<file path="src/rtl/md_pkg.sv">
// rtl/md_pkg.sv - shared op encoding, state enum and decode for the mul/div unit
package md_pkg;

    typedef enum logic [3:0] {
        MD_MUL    = 4'd0,
        MD_MULH   = 4'd1,
        MD_MULHSU = 4'd2,
        MD_MULHU  = 4'd3,
        MD_DIV    = 4'd4,
        MD_DIVU   = 4'd5,
        MD_REM    = 4'd6,
        MD_REMU   = 4'd7,
        MD_MULW   = 4'd8,
        MD_DIVW   = 4'd9,
        MD_DIVUW  = 4'd10,
        MD_REMW   = 4'd11,
        MD_REMUW  = 4'd12,
        MD_RSVD   = 4'd13
    } md_op_e;

    typedef enum logic [1:0] {
        S_IDLE,
        S_CALC,
        S_DONE
    } md_state_e;

    localparam int W_ITER = 32;
    localparam int D_ITER = 64;

    localparam logic [6:0] OPC_OP    = 7'b0110011;
    localparam logic [6:0] OPC_OP_32 = 7'b0111011;

    // OP maps funct3 straight onto codes 0-7; OP-32 only defines funct3 0,4,5,6,7.
    function automatic md_op_e md_decode(input logic [6:0] opcode, input logic [2:0] funct3);
        md_op_e o;
        o = MD_RSVD;
        if (opcode == OPC_OP) begin
            o = md_op_e'({1'b0, funct3});
        end else if (opcode == OPC_OP_32) begin
            case (funct3)
                3'd0:    o = MD_MULW;
                3'd4:    o = MD_DIVW;
                3'd5:    o = MD_DIVUW;
                3'd6:    o = MD_REMW;
                3'd7:    o = MD_REMUW;
                default: o = MD_RSVD;
            endcase
        end
        return o;
    endfunction

endpackage

</file>
<file path="src/rtl/mul_div_unit.sv">
// rtl/mul_div_unit.sv - iterative RV64M multiply/divide, one bit per cycle
module mul_div_unit
    import md_pkg::*;
#(
    parameter int XLEN = 64
) (
    input  logic            clk,
    input  logic            rst,
    input  logic            start,
    input  logic            kill,
    input  logic [3:0]      op,
    input  logic [XLEN-1:0] rs1,
    input  logic [XLEN-1:0] rs2,
    output logic            busy,
    output logic            done,
    output logic [XLEN-1:0] result
);

    md_state_e         state;
    logic [6:0]        count;
    logic [2*XLEN-1:0] acc;
    logic [2*XLEN-1:0] acc_nxt;
    logic [XLEN-1:0]   b_q;
    md_op_e            op_q;
    logic              w_q;
    logic              neg_q;
    logic              rneg_q;
    logic              is_mul_q;

    md_op_e          op_e;
    logic            rsvd, is_w, is_mul, is_rem, sa, sb;
    logic [XLEN-1:0] ext_a, ext_b, mag_a, mag_b, most_neg, w_a, spec_res;
    logic            neg_a, neg_b, div_zero, div_ovf, special;

    logic [XLEN:0]     mul_sum, div_sh, div_diff, div_rem;
    logic              div_ge;
    logic [2*XLEN-1:0] prod, prod_s;
    logic [XLEN-1:0]   quo_s, rem_s, fin;
    logic              unused_bits;

    function automatic logic [XLEN-1:0] sext_w(input logic [XLEN-1:0] x);
        return {{(XLEN-32){x[31]}}, x[31:0]};
    endfunction

    assign op_e     = md_op_e'(op);
    assign is_mul_q = op_q inside {MD_MUL, MD_MULH, MD_MULHSU, MD_MULHU, MD_MULW};

    always_comb begin
        rsvd   = (op > 4'd12);
        is_w   = op[3] & ~rsvd;
        is_mul = op_e inside {MD_MUL, MD_MULH, MD_MULHSU, MD_MULHU, MD_MULW};
        is_rem = op_e inside {MD_REM, MD_REMU, MD_REMW, MD_REMUW};
        sa     = op_e inside {MD_MUL, MD_MULH, MD_MULHSU, MD_DIV, MD_REM, MD_MULW, MD_DIVW, MD_REMW};
        sb     = op_e inside {MD_MUL, MD_MULH, MD_DIV, MD_REM, MD_MULW, MD_DIVW, MD_REMW};
        ext_a  = is_w ? (sa ? sext_w(rs1) : {{(XLEN-32){1'b0}}, rs1[31:0]}) : rs1;
        ext_b  = is_w ? (sb ? sext_w(rs2) : {{(XLEN-32){1'b0}}, rs2[31:0]}) : rs2;
        neg_a  = sa & ext_a[XLEN-1];
        neg_b  = sb & ext_b[XLEN-1];
        mag_a  = neg_a ? -ext_a : ext_a;
        mag_b  = neg_b ? -ext_b : ext_b;
        // W operands are already sign-extended, so the 32-bit most-negative compares at full width.
        most_neg = is_w ? {{(XLEN-31){1'b1}}, 31'b0} : {1'b1, {(XLEN-1){1'b0}}};
        div_zero = ~is_mul & ~rsvd & (ext_b == '0);
        div_ovf  = ~is_mul & ~rsvd & sa & sb & (ext_a == most_neg) & (&ext_b);
        special  = rsvd | div_zero | div_ovf;
        w_a      = is_w ? sext_w(ext_a) : ext_a;
        spec_res = '0;
        if (div_zero) begin
            spec_res = is_rem ? w_a : '1;
        end else if (div_ovf) begin
            spec_res = is_rem ? '0 : w_a;
        end
    end

    // Multiply shifts the accumulator right; divide shifts it left with the quotient entering at bit 0.
    always_comb begin
        mul_sum  = {1'b0, acc[2*XLEN-1:XLEN]} + {1'b0, b_q};
        div_sh   = {acc[2*XLEN-1:XLEN], acc[XLEN-1]};
        div_diff = div_sh - {1'b0, b_q};
        div_ge   = (div_sh >= {1'b0, b_q});
        div_rem  = div_ge ? div_diff : div_sh;
        if (is_mul_q) begin
            acc_nxt = acc[0] ? {mul_sum, acc[XLEN-1:1]} : {1'b0, acc[2*XLEN-1:1]};
        end else begin
            acc_nxt = {div_rem[XLEN-1:0], acc[XLEN-2:0], div_ge};
        end
    end

    assign unused_bits = div_rem[XLEN];

    // After only 32 multiply iterations the product sits 32 bits up in the accumulator.
    always_comb begin
        prod   = w_q ? {32'b0, acc_nxt[2*XLEN-1:32]} : acc_nxt;
        prod_s = neg_q ? -prod : prod;
        quo_s  = neg_q ? -acc_nxt[XLEN-1:0] : acc_nxt[XLEN-1:0];
        rem_s  = rneg_q ? -acc_nxt[2*XLEN-1:XLEN] : acc_nxt[2*XLEN-1:XLEN];
        case (op_q)
            MD_MUL:                       fin = prod_s[XLEN-1:0];
            MD_MULW:                      fin = sext_w(prod_s[XLEN-1:0]);
            MD_MULH, MD_MULHSU, MD_MULHU: fin = prod_s[2*XLEN-1:XLEN];
            MD_DIV, MD_DIVU:              fin = quo_s;
            MD_REM, MD_REMU:              fin = rem_s;
            MD_DIVW, MD_DIVUW:            fin = sext_w(quo_s);
            MD_REMW, MD_REMUW:            fin = sext_w(rem_s);
            default:                      fin = '0;
        endcase
    end

    always_ff @(posedge clk) begin
        if (rst) begin
            state  <= S_IDLE;
            count  <= '0;
            acc    <= '0;
            b_q    <= '0;
            op_q   <= MD_MUL;
            w_q    <= 1'b0;
            neg_q  <= 1'b0;
            rneg_q <= 1'b0;
            busy   <= 1'b0;
            done   <= 1'b0;
            result <= '0;
        end else begin
            done <= 1'b0;
            case (state)
                S_CALC: begin
                    if (kill) begin
                        state <= S_IDLE;
                        busy  <= 1'b0;
                    end else begin
                        acc   <= acc_nxt;
                        count <= count - 7'd1;
                        if (count == 7'd1) begin
                            state  <= S_DONE;
                            done   <= 1'b1;
                            result <= fin;
                        end
                    end
                end
                default: begin
                    // DONE accepts a new start so back-to-back issue has no dead cycle.
                    if (kill || !start) begin
                        state <= S_IDLE;
                        busy  <= 1'b0;
                    end else begin
                        op_q   <= op_e;
                        w_q    <= is_w;
                        neg_q  <= neg_a ^ neg_b;
                        rneg_q <= neg_a;
                        busy   <= 1'b1;
                        count  <= is_w ? 7'(W_ITER) : 7'(D_ITER);
                        if (is_mul) begin
                            acc <= {{XLEN{1'b0}}, mag_b};
                            b_q <= mag_a;
                        end else begin
                            acc <= {{XLEN{1'b0}}, is_w ? {mag_a[31:0], 32'b0} : mag_a};
                            b_q <= mag_b;
                        end
                        if (special) begin
                            state  <= S_DONE;
                            done   <= 1'b1;
                            result <= spec_res;
                        end else begin
                            state <= S_CALC;
                        end
                    end
                end
            endcase
        end
    end

endmodule

</file>
<file path="config.mk">
export PLATFORM = sky130hd
export DESIGN_NAME = mul_div_unit
export DESIGN_NICKNAME = d
export VERILOG_FILES = /design/src/rtl/md_pkg.sv /design/src/rtl/mul_div_unit.sv
export SDC_FILE = /design/constraint.sdc
export NUM_CORES = 2
export LEC_CHECK = 0
export CAP_MARGIN = 20
export CORE_ASPECT_RATIO = 1.5
export CORE_UTILIZATION = 25
export DETAILED_ROUTE_END_ITERATION = 7
export HOLD_SLACK_MARGIN = 0.05
export MAX_ROUTING_LAYER = met4
export SYNTH_ARGS = -nofsm -noshare
export SYNTH_HDL_FRONTEND = slang
export SYNTH_SLANG_ARGS = --single-unit
</file>
<file path="constraint.sdc">
create_clock -name clk -period 8.6 [get_ports clk]
set_input_delay 1.72 -clock clk [delete_from_list [all_inputs] [get_ports clk]]
set_output_delay 1.72 -clock clk [all_outputs]
set_load 0.01 [all_outputs]
</file>
==> flow_metrics.tcl <==
set metrics [dict create \
    setup_viol 0 \
    yosys.cell_count.top_type "nor2_1" \
    final_area_um2 46460 \
    antenna_found_initial 32 \
    viasPerCell 6.629 \
    drv_slew 0 \
    p_switching_w 0.003676 \
    drt.antenna.violating_nets 0 \
    seq_power_share 0.206 \
    place_congestion 1.182 \
    die_h_um 487.8 \
    placed_area_um2 44770 \
    rows 177 \
    clockBufferDepth 3 \
    cap_violations 0 \
    fin_crit_ns 8.481 \
    rsz0062_at_grt "no" \
    ys_types 104 \
    ir_drop_v 0.0001312 \
    synth_area_leaders "dfxtp_1 14%, a21oi_1 7.6%, nor2_1 6.9%" \
    ys_seq_area_frac 0.1395 \
    grt_pass1_wl_um 427100 \
    syn_nets 6308 \
    grt_pass1_vias 50900 \
    power_leakage_nw 16.90 \
    status "complete, but fails checks" \
    pwr-share-comb 0.561 \
    finalClockSkew_ns 0.03744 \
    p_clk_frac 0.233 \
    critPathSlowestCell "o311ai_1" \
    cp-endpoint "result[60]" \
    drt_pass1_iterations 8 \
    grt-ovfl-total 0 \
    htreeDepth 2 \
    critPathRequiredTime_ns 9.11 \
    hpwlAfterDp_um 243100 \
    reg2reg_depth 26 \
    max_slew_margin 0.08520 \
    vias 54850 \
    critical-path-max-stage-delay_ns 0.84 \
    dieArea_um2 158900 \
    cts_tree "built" \
    clock-root-buffer "clkbuf_16" \
    post-route-util 0.2984 \
    syn_inst 6034 \
    ys_ff_latch 274 \
    area_growth_pct 18.13 \
    drive_above_1_share 0.09053 \
    synth-edff-count 0 \
    cts.sinks 274 \
    fmax_ghz 0.1179 \
    worstSetupEndpointType "flip-flop" \
    start_kind "flip-flop" \
    clkTransAtPathRegs_ns 0.08 \
    hold_ws_ns 0.4846 \
    die_w_um 325.9 \
    drt_first_iter_violations 8158 \
    arrival_ns 8.99 \
    core_um2 155700 \
    port_buffers 201 \
    ys.flop_type "dfxtp_1" \
    crit_type "reg2reg" \
    crit_start "b_q[4]" \
    cellPowerDensity_nw_per_um2 148.7 \
    r2r-start "b_q[4]" \
    nFillCells 17310 \
    cp_num_buf_inv 5 \
    worstSkewPairLatency_ns 0.64 \
    grtUsageTotal 0.3960 \
    rrSetupSlack_ns 0.12 \
    pin_count 202 \
    rr_endpoint "result[60]" \
    cp_max_fo 7 \
    final_nets 6428 \
    cts-resized-gates 0 \
    ctsHoldBuffers 0 \
    yosysTopAreaCell "dfxtp_1" \
    cts_setup_buffers 0 \
    violations "design-rule violations" \
    worstMarginPinSlew_ns 1.372 \
    swShare 0.5320 \
    tns_ns 0 \
    cp.depth 26 \
    intPower_w 0.003233 \
    yosysTopAreaCellShare 0.1395 \
    cts_made_buffers 36 \
    grt_max_degree 129 \
    synth_area_per_cell_um2 6.518 \
    drc 2 \
    wl_per_cell_um 37.90 \
    hold_path.class "reg2reg" \
    synthArstFlopShare 0 \
    cp_top_family "simple AND/OR/NAND/NOR gates" \
    mappedNetlistArea_um2 39330 \
    finalCritPeriodShare 0.9862 \
    hold_violations 0 \
    synth_common_cells "726 x nor2_1, 714 x nand2_1, 600 x a21oi_1" \
    start_util 0.2526 \
    wl_um 313600 \
    yosysWarnings 0 \
]
-- power groups by stage --
stage | Clock [W] | Combinational (W) | Sequential, W
2_1_floorplan | 0 | 0.00180 | 0.00140
3_3_place_gp | 0 | 0.00349 | 0.00144
3_5_place_dp | 0 | 0.00348 | 0.00144
4_1_cts | 0.00160 | 0.00350 | 0.00142
5_1_grt | 0.00163 | 0.00388 | 0.00142
6_report | 0.00161 | 0.00388 | 0.00142
-- final cells by class --
type                    instances  area, um2  area share
inverters                     139      524.3     0.01128
well taps                    2058       2575     0.05542
diodes                         41      102.6    0.002208
flip-flops and latches        274       5495      0.1183
clock buffers                  47       1003     0.02160
multi-input cells            5165      31950      0.6876
repair buffers                538       4712      0.1014
clock inverters                12      103.9    0.002235
-- logic make-up after synthesis --
kind of cell / after synthesis / synth area share
XOR/XNOR: 337 / 0.07504
AND/OR/NAND/NOR: 2387 / 0.2854
multiplexers: 127 / 0.03522
adder cells (fa/ha/maj): 138 / 0.04428
buffers and inverters: 595 / 0.05802
AO/OA/AOI/OAI: 2176 / 0.3626
flip-flops: 274 / 0.1395
-- metal layers --
metal / wire length [um] / vias to the layer above / track usage
li1: - / 22870 / -
met1: 100800 / 25950 / 0.3834
met2: 134400 / 4350 / 0.5922
met3: 32310 / 1682 / 0.1297
met4: 46110 / 0 / 0.4441
met5: 0 / - / -
-- tightest hold or removal path, delay by kind of cell (launching register included) --
kind | cells | cell delay (ns)
compound gates | 1 | 0.05
flops | 1 | 0.33
simple gates | 1 | 0.06
-- registers in the layout, summed over array words and instances (netlist names) --
name	flops
acc	128
b_q	64
result	64
count	7
op_q	4
state	2
busy	1
done	1
neg_q	1
rneg_q	1
w_q	1
-- worst min path at each step --
stage,to,slack (ns),cells after the start,startpoint
final,acc[5],0.48,2,acc[5]
after global routing,b_q[63],0.52,2,b_q[63]
after detailed placement,acc[29],0.47,2,acc[29]
after global placement,acc[29],0.46,2,acc[29]
after floorplan,acc[28],0.45,2,acc[28]
after CTS,acc[29],0.48,2,acc[29]
-- per-stage QoR --
step           cells  power, W  setup slack, ns
5_1_grt         8263  0.006931          0.07130
6_report        8274  0.006909           0.1190
3_5_place_dp    8146  0.004926           0.8185
3_3_place_gp    8141  0.004934           0.7850
2_1_floorplan   6034  0.003201            1.462
4_1_cts         8205  0.006516           0.7666
-- layout by cell type (no fill, tap or decap), types with 116 or more instances in the layout --
cell             Yosys  layout
nand4_1            116     116
nor2_1             726     720
clkdlybuf4s50_1      0     200
nand3_1            153     153
xnor2_1            193     183
nand2_1            714     711
inv_1              137     137
ha_1               136     136
o211ai_1           129     129
o21ai_0            494     489
dfxtp_1            274     270
nor3_1             192     186
xor2_1             144     135
buf_4                1     313
a21oi_1            600     595
(Power assumes the default switching activity.)
